File: src/rtl/mem_arb_pkg.sv
// mem_arb_pkg: shared types and constants for the two-port memory arbiter
package mem_arb_pkg;
  typedef enum logic [1:0] {IDLE, OWN_P0, OWN_P1, OWN_P1_LOCKED} owner_e;
  localparam int LOCK_MAX = 4;
  localparam int LCW = 3;
  typedef logic port_t;
  localparam port_t PORT0 = 1'b0;
  localparam port_t PORT1 = 1'b1;
  function automatic logic [1:0] port_oh(port_t p);
    return p ? 2'b10 : 2'b01;
  endfunction
endpackage

File: src/rtl/mem_arbiter_rr_pick2.sv
// rr_pick2: two-way round-robin choice, the port not granted last wins a tie
module rr_pick2
  import mem_arb_pkg::*;
(
  input  logic  [1:0] req_i,
  input  port_t       last_i,
  output logic  [1:0] gnt_o
);
  // a lone request wins outright; a tie goes to the port that did not win last
  always_comb gnt_o = (req_i == 2'b11) ? port_oh(~last_i) : req_i;
endmodule

File: src/rtl/mem_arbiter.sv
// mem_arbiter: two-port single-RAM arbiter with round robin and a bounded p1 lock
module mem_arbiter
  import mem_arb_pkg::*;
#(
  parameter int D = 8,
  parameter int W = 8
) (
  input  logic         clk,
  input  logic         reset,
  input  logic         p0_req,
  input  logic         p1_req,
  input  logic         p0_we,
  input  logic         p1_we,
  input  logic [D-1:0] p0_addr,
  input  logic [D-1:0] p1_addr,
  input  logic [W-1:0] p0_wdata,
  input  logic [W-1:0] p1_wdata,
  input  logic         p1_lock,
  output logic         p0_gnt,
  output logic         p1_gnt,
  output logic         p0_rvalid,
  output logic         p1_rvalid,
  output logic [W-1:0] rdata,
  output logic         mem_read,
  output logic         mem_write,
  output logic [D-1:0] mem_addr,
  output logic [W-1:0] mem_din,
  input  logic [W-1:0] mem_dout
);
  owner_e         state_q, state_d;
  port_t          last_q, last_d;
  logic [LCW-1:0] lock_cnt_q, lock_cnt_d;
  logic [1:0]     rr_gnt, gnt, rvalid_q, rvalid_d;
  logic [W-1:0]   rdata_q, rdata_d;
  logic           lock_hold;

  rr_pick2 u_rr (
    .req_i  ({p1_req, p0_req}),
    .last_i (last_q),
    .gnt_o  (rr_gnt)
  );

  // grant decision, owner next state, lock budget and RAM port steering
  always_comb begin
    lock_hold  = state_q == OWN_P1_LOCKED && p1_req && lock_cnt_q < LCW'(LOCK_MAX);
    gnt        = reset ? 2'b00 : lock_hold ? 2'b10 : rr_gnt;
    state_d    = gnt[0] ? OWN_P0 : gnt[1] ? (p1_lock ? OWN_P1_LOCKED : OWN_P1) : IDLE;
    last_d     = gnt[0] ? PORT0 : gnt[1] ? PORT1 : last_q;
    lock_cnt_d = (gnt[1] && p1_lock && state_q == OWN_P1_LOCKED)
               ? (lock_cnt_q < LCW'(LOCK_MAX) ? lock_cnt_q + LCW'(1) : lock_cnt_q) : '0;
    mem_read   = (gnt[0] & ~p0_we) | (gnt[1] & ~p1_we);
    mem_write  = (gnt[0] & p0_we) | (gnt[1] & p1_we);
    mem_addr   = gnt[0] ? p0_addr : gnt[1] ? p1_addr : '0;
    mem_din    = gnt[0] ? p0_wdata : gnt[1] ? p1_wdata : '0;
    rvalid_d   = {gnt[1] & ~p1_we, gnt[0] & ~p0_we};
    rdata_d    = mem_read ? mem_dout : rdata_q;
  end

  // owner state, round-robin pointer and lock budget
  always_ff @(posedge clk) begin
    if (reset) begin
      state_q    <= IDLE;
      last_q     <= PORT1;
      lock_cnt_q <= '0;
    end else begin
      state_q    <= state_d;
      last_q     <= last_d;
      lock_cnt_q <= lock_cnt_d;
    end
  end

  // one-cycle read return path; holds the last read word between reads
  always_ff @(posedge clk) begin
    if (reset) begin
      rvalid_q <= '0;
      rdata_q  <= '0;
    end else begin
      rvalid_q <= rvalid_d;
      rdata_q  <= rdata_d;
    end
  end

  assign p0_gnt    = gnt[0];
  assign p1_gnt    = gnt[1];
  assign p0_rvalid = rvalid_q[0] & ~reset;
  assign p1_rvalid = rvalid_q[1] & ~reset;
  assign rdata     = reset ? '0 : rdata_q;
endmodule

File: config.mk
export PLATFORM = sky130hd
export DESIGN_NAME = mem_arbiter
export DESIGN_NICKNAME = d
export VERILOG_FILES = /design/src/rtl/mem_arb_pkg.sv /design/src/rtl/mem_arbiter_rr_pick2.sv /design/src/rtl/mem_arbiter.sv
export SDC_FILE = /design/constraint.sdc
export NUM_CORES = 1
export LEC_CHECK = 0
export CAP_MARGIN = 10
export CELL_PAD_IN_SITES_DETAIL_PLACEMENT = 0
export CELL_PAD_IN_SITES_GLOBAL_PLACEMENT = 1
export CORE_AREA = 2 2 71 73
export DETAILED_ROUTE_END_ITERATION = 12
export DIE_AREA = 0 0 73 75
export GPL_TIMING_DRIVEN = 0
export PLACE_DENSITY_LB_ADDON = 0.1
export SYNTH_ARGS = -nofsm -noshare
export SYNTH_HDL_FRONTEND = slang
export SYNTH_SLANG_ARGS = --single-unit
File: constraint.sdc
create_clock -name clk -period 1.75 [get_ports clk]
set_input_delay 0.35 -clock clk [delete_from_list [all_inputs] [get_ports clk]]
set_output_delay 0.35 -clock clk [all_outputs]
set_load 0.1 [all_outputs]
==> reports/metrics.cfg, run 1 <==
[outcome]
status = finished with violations
violations = setup timing

[clock_network]
cts_tree = done
clock_latency_ns = 0.24
cts_made_buffers = 3
clock_sinks = 16
ctsRootBufferMaster = clkbuf_8
htreeDepth = 1
path_clk_slew_ns = 0.06
hold_buffers = 0
cts_buffer_depth = 2

[worst_hold_path]
min_path_type = in2reg

[global_routing]
overflow = 0
antenna_found_initial = 0
grt_pass1_wl_mm = 4.95
grt_usage = 0.118
grt_max_degree = 11
grt_pass1_vias = 1109

[setup_path]
worst_ep_required_time_ns = 1.40
critPathTopFamily = buffers and inverters
critPathCaptureType = output port
startpoint_type = flop
worstPathArrival_ns = 1.64
cpMostUsedCell = buf_12
cpPeakStageDelay_ns = 0.36
path_max_fanout = 10
timing_worst_setup_path_type = reg2out
path_buf_inv = 3
cp_slowest_cell = and4b_4
path_cells = and4b_4, nor4b_4, buf_6, buf_12, a22o_4, buf_12

[drt]
drt_iter0_drc = 23
firstDrtPassIters = 4
wl_per_cell_um = 13.3
vias_per_cell = 4.44
wl_mm = 3.05
vias = 1022
antenna_left = 0
drcViolationCount = 0

[synth]
synth.area.top_cells = dfxtp_1, a22o_1, nor2b_1, mux2_2, o2bb2ai_4
ys_types = 21
synth_top_area_frac = 0.365
ys_warn_count = 0
synth_area_um2 = 877
synth_area_leader_cell = dfxtp_1
synth_seq_area_share = 0.365
syn_nets = 134
syn_avg_cell_area_um2 = 10.2
synth-seq-cells = 16
synthCells = 86

[cells_and_area]
fin_cells = 230
layout_commonest_cell = clkdlybuf4s50_1
diodes = 0
fillers = 412
multi_input_area_um2 = 743
final_cell_mix = clkdlybuf4s50_1, buf_12, a22o_4
syn_to_final_growth_pct = 169
seq_area_um2 = 324
final_util = 0.507
nets = 226
drive_above_1_share = 0.534

[die]
io_pins = 77
die_area_mm2 = 0.00548
initial_core_util = 0.188
fp.coreArea_mm2 = 0.00466
die_x_um = 73
rows = 25
die_h_um = 75

[timing]
fmax_mhz = 502
fin_ws_ns = -0.243
min_period_over_period = 1.14
finalSetupViolCount = 28
post-route-min-period_ns = 1.99
report.final.slew_viol_count = 0
tightestPinTransition_ns = 0.283
slew_headroom = 0.813
rsz0062_at_grt = true
hold_viol_final = 0
skew_ns = 0.00102
tns_ns = -4.63

[power_and_ir_drop]
pwr_density_cell_mw_per_mm2 = 615
finalPower_uw = 1450
leakagePower_uw = 0.00101
ir_drop_v = 0.000220

[job]
cap_violations = 0

[place]
hpwl_mm = 2.26
io_buffers = 76
gp_congestion = 0.626
dp.cells = 216

[metrics by stage]
stage / area (um^2) / hold WS [ns] / setup slack, ns
finish: 2360 / 0.476 / -0.243
global route: 2360 / 0.480 / -0.281
CTS: 2320 / 0.470 / -0.263
detailed placement: 1960 / 0.501 / -1.74
global placement: 1960 / 0.497 / -1.72
floorplan: 1130 / 0.422 / -0.274
[power breakdown]
group	internal (uW)	switching, uW
sequential	383	5.64
clock	152	111
combinational	366	436
[cells by family (layout without fill, tap and decap cells)]
| family | after synthesis | count (layout) | share of synthesized area |
|---|---|---|---|
| AO/OA/AOI/OAI | 21 | 21 | 0.231 |
| buffers and inverters | 8 | 98 | 0.0385 |
| XOR/XNOR | 1 | 1 | 0.00999 |
| multiplexers | 9 | 9 | 0.114 |
| AND/OR/NAND/NOR | 30 | 30 | 0.227 |
| adder cells (fa/ha/maj) | 1 | 1 | 0.0143 |
| flip-flops | 16 | 16 | 0.365 |
[worst reg2reg max path, stage by stage (launching register included)]
cell and delay, ns:
dfxtp_2 0.32, and4b_4 0.22, nor4b_4 0.22, buf_6 0.16
buf_4 0.12, o2bb2ai_4 0.14, buf_8 0.18, mux2_4 0.31
[timing repair]
item | 4_1_cts | 5_1_grt
setup buffers | 8 | 4
resized for setup | 262 | 8
pin swaps | 3 | 3
hold endpoints to repair | 0 | 0
endpoints found under the setup margin | 39 | 28
gates cloned | 0 | 0
[flip-flops by register name (all words and copies together) (netlist names)]
| signal | count |
|---|---|
| last_q | 1 |
| lock_cnt_q | 3 |
| rdata_q | 8 |
| rvalid_q | 2 |
| state_q | 2 |
[path summary, 6_finish.rpt]
path,depth (start not counted),slack (ns),endpoint,startpoint
setup / recovery,6,-0.24,mem_addr[3],lock_cnt_q[2]$_SDFFE_PP0N_
hold reg to reg,2,0.50,last_q$_SDFFE_PP1P_,last_q$_SDFFE_PP1P_
hold / removal,3,0.48,last_q$_SDFFE_PP1P_,p1_req
setup reg to reg,7,-0.04,rdata_q[7]$_SDFFE_PP0P_,lock_cnt_q[2]$_SDFFE_PP0N_
[cells in the mapped netlist]
cell / n
ha_1: 1
xor2_1: 1
and4b_4: 1
a22o_1: 17
nor2b_1: 19
nand3_1: 1
nor3_1: 4
nor4b_4: 1
clkbuf_1: 2
inv_2: 1
o2bb2ai_4: 1
a21boi_0: 1
and2_1: 1
a21o_1: 1
nor2_1: 3
mux2i_1: 1
mux2_2: 8
buf_2: 3
inv_1: 2
dfxtp_1: 16
o21bai_2: 1
[per-layer routing]
layer / GRT usage / wire length [um]
met5: 0 / 0
met1: 0.130 / 1160
met2: 0.200 / 1480
met4: 0.0556 / 39
met3: 0.0428 / 363
[layout make-up]
cell class                      count  share of cell area
Buffer                              5              0.0376
Multi-Input combinational cell     62               0.314
Inverter                            3             0.00688
Clock buffer                        3              0.0175
Tap cell                           54              0.0286
Timing Repair Buffer               87               0.458
Sequential cell                    16               0.137
Note: power is estimated with default switching activity, not from simulation.
==> run 2, diff against run 1 <==
CORE_AREA = 2 2 65 67   (was 2 2 71 73)
DIE_AREA = 0 0 67 69   (was 0 0 73 75)
SETUP_SLACK_MARGIN = 0.3   (was default)
clock period = 2.3 ns   (was 1.75 ns; I/O delays follow)
==> reports/metrics.cfg, run 2 (same netlist as run 1, synthesis figures left out) <==
[drt]
antenna_left = 0  ; unchanged
vias = 1029  ; +0.68%
drt_iter0_drc = 25  ; +8.7%
drcViolationCount = 0  ; unchanged
firstDrtPassIters = 3  ; -1
vias_per_cell = 4.47  ; +0.68%
wl_mm = 3.30  ; +8.4%
wl_per_cell_um = 14.4  ; +8.4%

[cells_and_area]
diodes = 0  ; unchanged
fillers = 326  ; -21%
nets = 230  ; +1.8%
syn_to_final_growth_pct = 168
final_util = 0.600  ; +0.0933
stdcell_area_mm2 = 0.00235  ; -0.58%
fin_cells = 230  ; unchanged
final_cell_mix = clkdlybuf4s50_1, buf_12, nor2b_1, a22o_4, buf_4
largest_register_ffs = 8  ; unchanged
regMostFlops = rdata_q
drive_above_1_share = 0.494  ; -0.0396
layout_commonest_cell = clkdlybuf4s50_1
reg.largest.list = rdata_q (8), lock_cnt_q (3)

[clock_network]
cts_buffer_depth = 2  ; unchanged
clock_sinks = 16  ; unchanged
cts_made_buffers = 3  ; unchanged
ctsRootBufferMaster = clkbuf_8
path_clk_slew_ns = 0.06  ; about the same
htreeDepth = 1  ; unchanged
hold_buffers = 0  ; unchanged
cts_tree = done
clock_latency_ns = 0.24  ; about the same

[worst_hold_path]
hold_start = p1_req
min_path_type = in2reg

[die]
initial_core_util = 0.224  ; +0.0359
die_area_mm2 = 0.00462  ; -16%
io_pins = 77  ; unchanged
die_x_um = 67  ; -8.2%
rows = 23  ; -8.0%
die_h_um = 69  ; -8.0%
fp.coreArea_mm2 = 0.00391  ; -16%

[setup_path]
timing_worst_setup_path_type = reg2out
cpMostUsedCell = buf_12
path_cells = and4b_4, nor4b_4, buf_6, buf_12, buf_16, a22o_4, buf_12
worst_ep_required_time_ns = 1.84  ; +0.44 ns
critPathCaptureType = output port
path_max_fanout = 5  ; -5
startpoint_type = flop
worstSetupStartpoint = lock_cnt_q[2]$_SDFFE_PP0N_
r2r_start = lock_cnt_q[2]$_SDFFE_PP0N_
cp_slowest_cell = and4b_4
worstPathArrival_ns = 1.75  ; +0.11 ns
cpPeakStageDelay_ns = 0.36  ; about the same

[power_and_ir_drop]
ir_drop_v = 0.000248  ; +12%
finalPower_uw = 1110  ; -23%
leakagePower_uw = 0.00102  ; +0.91%
pwr_density_cell_mw_per_mm2 = 474  ; -23%

[global_routing]
antenna_found_initial = 0  ; unchanged
grt_max_degree = 11  ; unchanged
grt_pass1_vias = 1217  ; +9.7%
grt_pass1_wl_mm = 5.51  ; +11%
overflow = 0  ; unchanged
grt_usage = 0.154  ; +0.0367

[place]
postPlaceCellArea_mm2 = 0.00191  ; -2.5%
dp.cells = 212  ; -1.9%
pre_cts_ws_ns = -1.35  ; +0.385 ns
hpwl_mm = 2.36  ; +4.3%
io_buffers = 76  ; unchanged
gp_congestion = 0.681  ; +8.7%

[timing]
min_period_over_period = 0.961
fmax_mhz = 452
finalSetupViolCount = 0  ; -100%
report.final.slew_viol_count = 0  ; unchanged
skew_ns = 0.00214  ; +0.00112 ns
post-route-min-period_ns = 2.21
rsz0062_at_grt = true
fin_ws_ns = 0.0888  ; +0.332 ns
slew_headroom = 0.815  ; +0.00178
tightestPinTransition_ns = 0.280  ; -0.00269 ns
hold_viol_final = 0  ; unchanged

[outcome]
status = complete, no violations

[job]
cap_violations = 0  ; unchanged

==> run 2: layout make-up <==
type / count / area [um^2] / share of cell area
repair buffers: 91 / 1130 / 0.482
plain buffers: 5 / 75.1 / 0.0319
inverters: 3 / 16.3 / 0.00692
clock buffers: 3 / 41.3 / 0.0176
flip-flops and latches: 16 / 323 / 0.137
well taps: 50 / 62.6 / 0.0266
multi-input cells: 62 / 698 / 0.297
==> run 2: worst max-delay path, delay by kind of cell (launching register included) <==
kind,cells,cell delay (ns)
AO/OA/AOI/OAI,1,0.22
buffers and inverters,4,0.55
flip-flops,1,0.32
AND/OR/NAND/NOR,2,0.42
==> run 2: stage by stage <==
| step | hold WS [ns] | TNS [ns] |
|---|---|---|
| after floorplan | 0.464 | -2.44 |
| after global placement | 0.484 | -35.76 |
| after detailed placement | 0.517 | -36.30 |
| after CTS | 0.476 | 0 |
| after global routing | 0.509 | 0 |
| final | 0.487 | 0 |
==> run 2: timing repair <==
item                       4_1_cts  5_1_grt
setup buffers                   14        0
pin swaps                        7        3
setup endpoints to repair       39       29
cloned                           1        0
resized for setup              264        5
==> run 2: per-layer routing <==
layer  vias up  wire (um)  GRT usage
met4         0         15     0.0272
met5         -          0          0
met2        43       1890      0.289
met1       485       1180      0.171
met3         2        224     0.0375
li1        499          -          -
==> run 2: path summary, 6_finish.rpt <==
| check | to | slack, ns | depth (start not counted) |
|---|---|---|---|
| setup / recovery | mem_addr[4] | 0.09 | 7 |
| hold / removal | last_q$_SDFFE_PP1P_ | 0.49 | 3 |
| setup reg to reg | rdata_q[1]$_SDFFE_PP0P_ | 0.37 | 8 |
| hold reg to reg | lock_cnt_q[1]$_SDFFE_PP0N_ | 0.55 | 2 |
==> run 2: power breakdown <==
group	leakage, uW	switching [uW]	internal [uW]
Combinational	0.000866	333	282
Sequential	0.000132	4.57	291
Clock	0.0000216	86.9	116
Total	0.00102	425	689
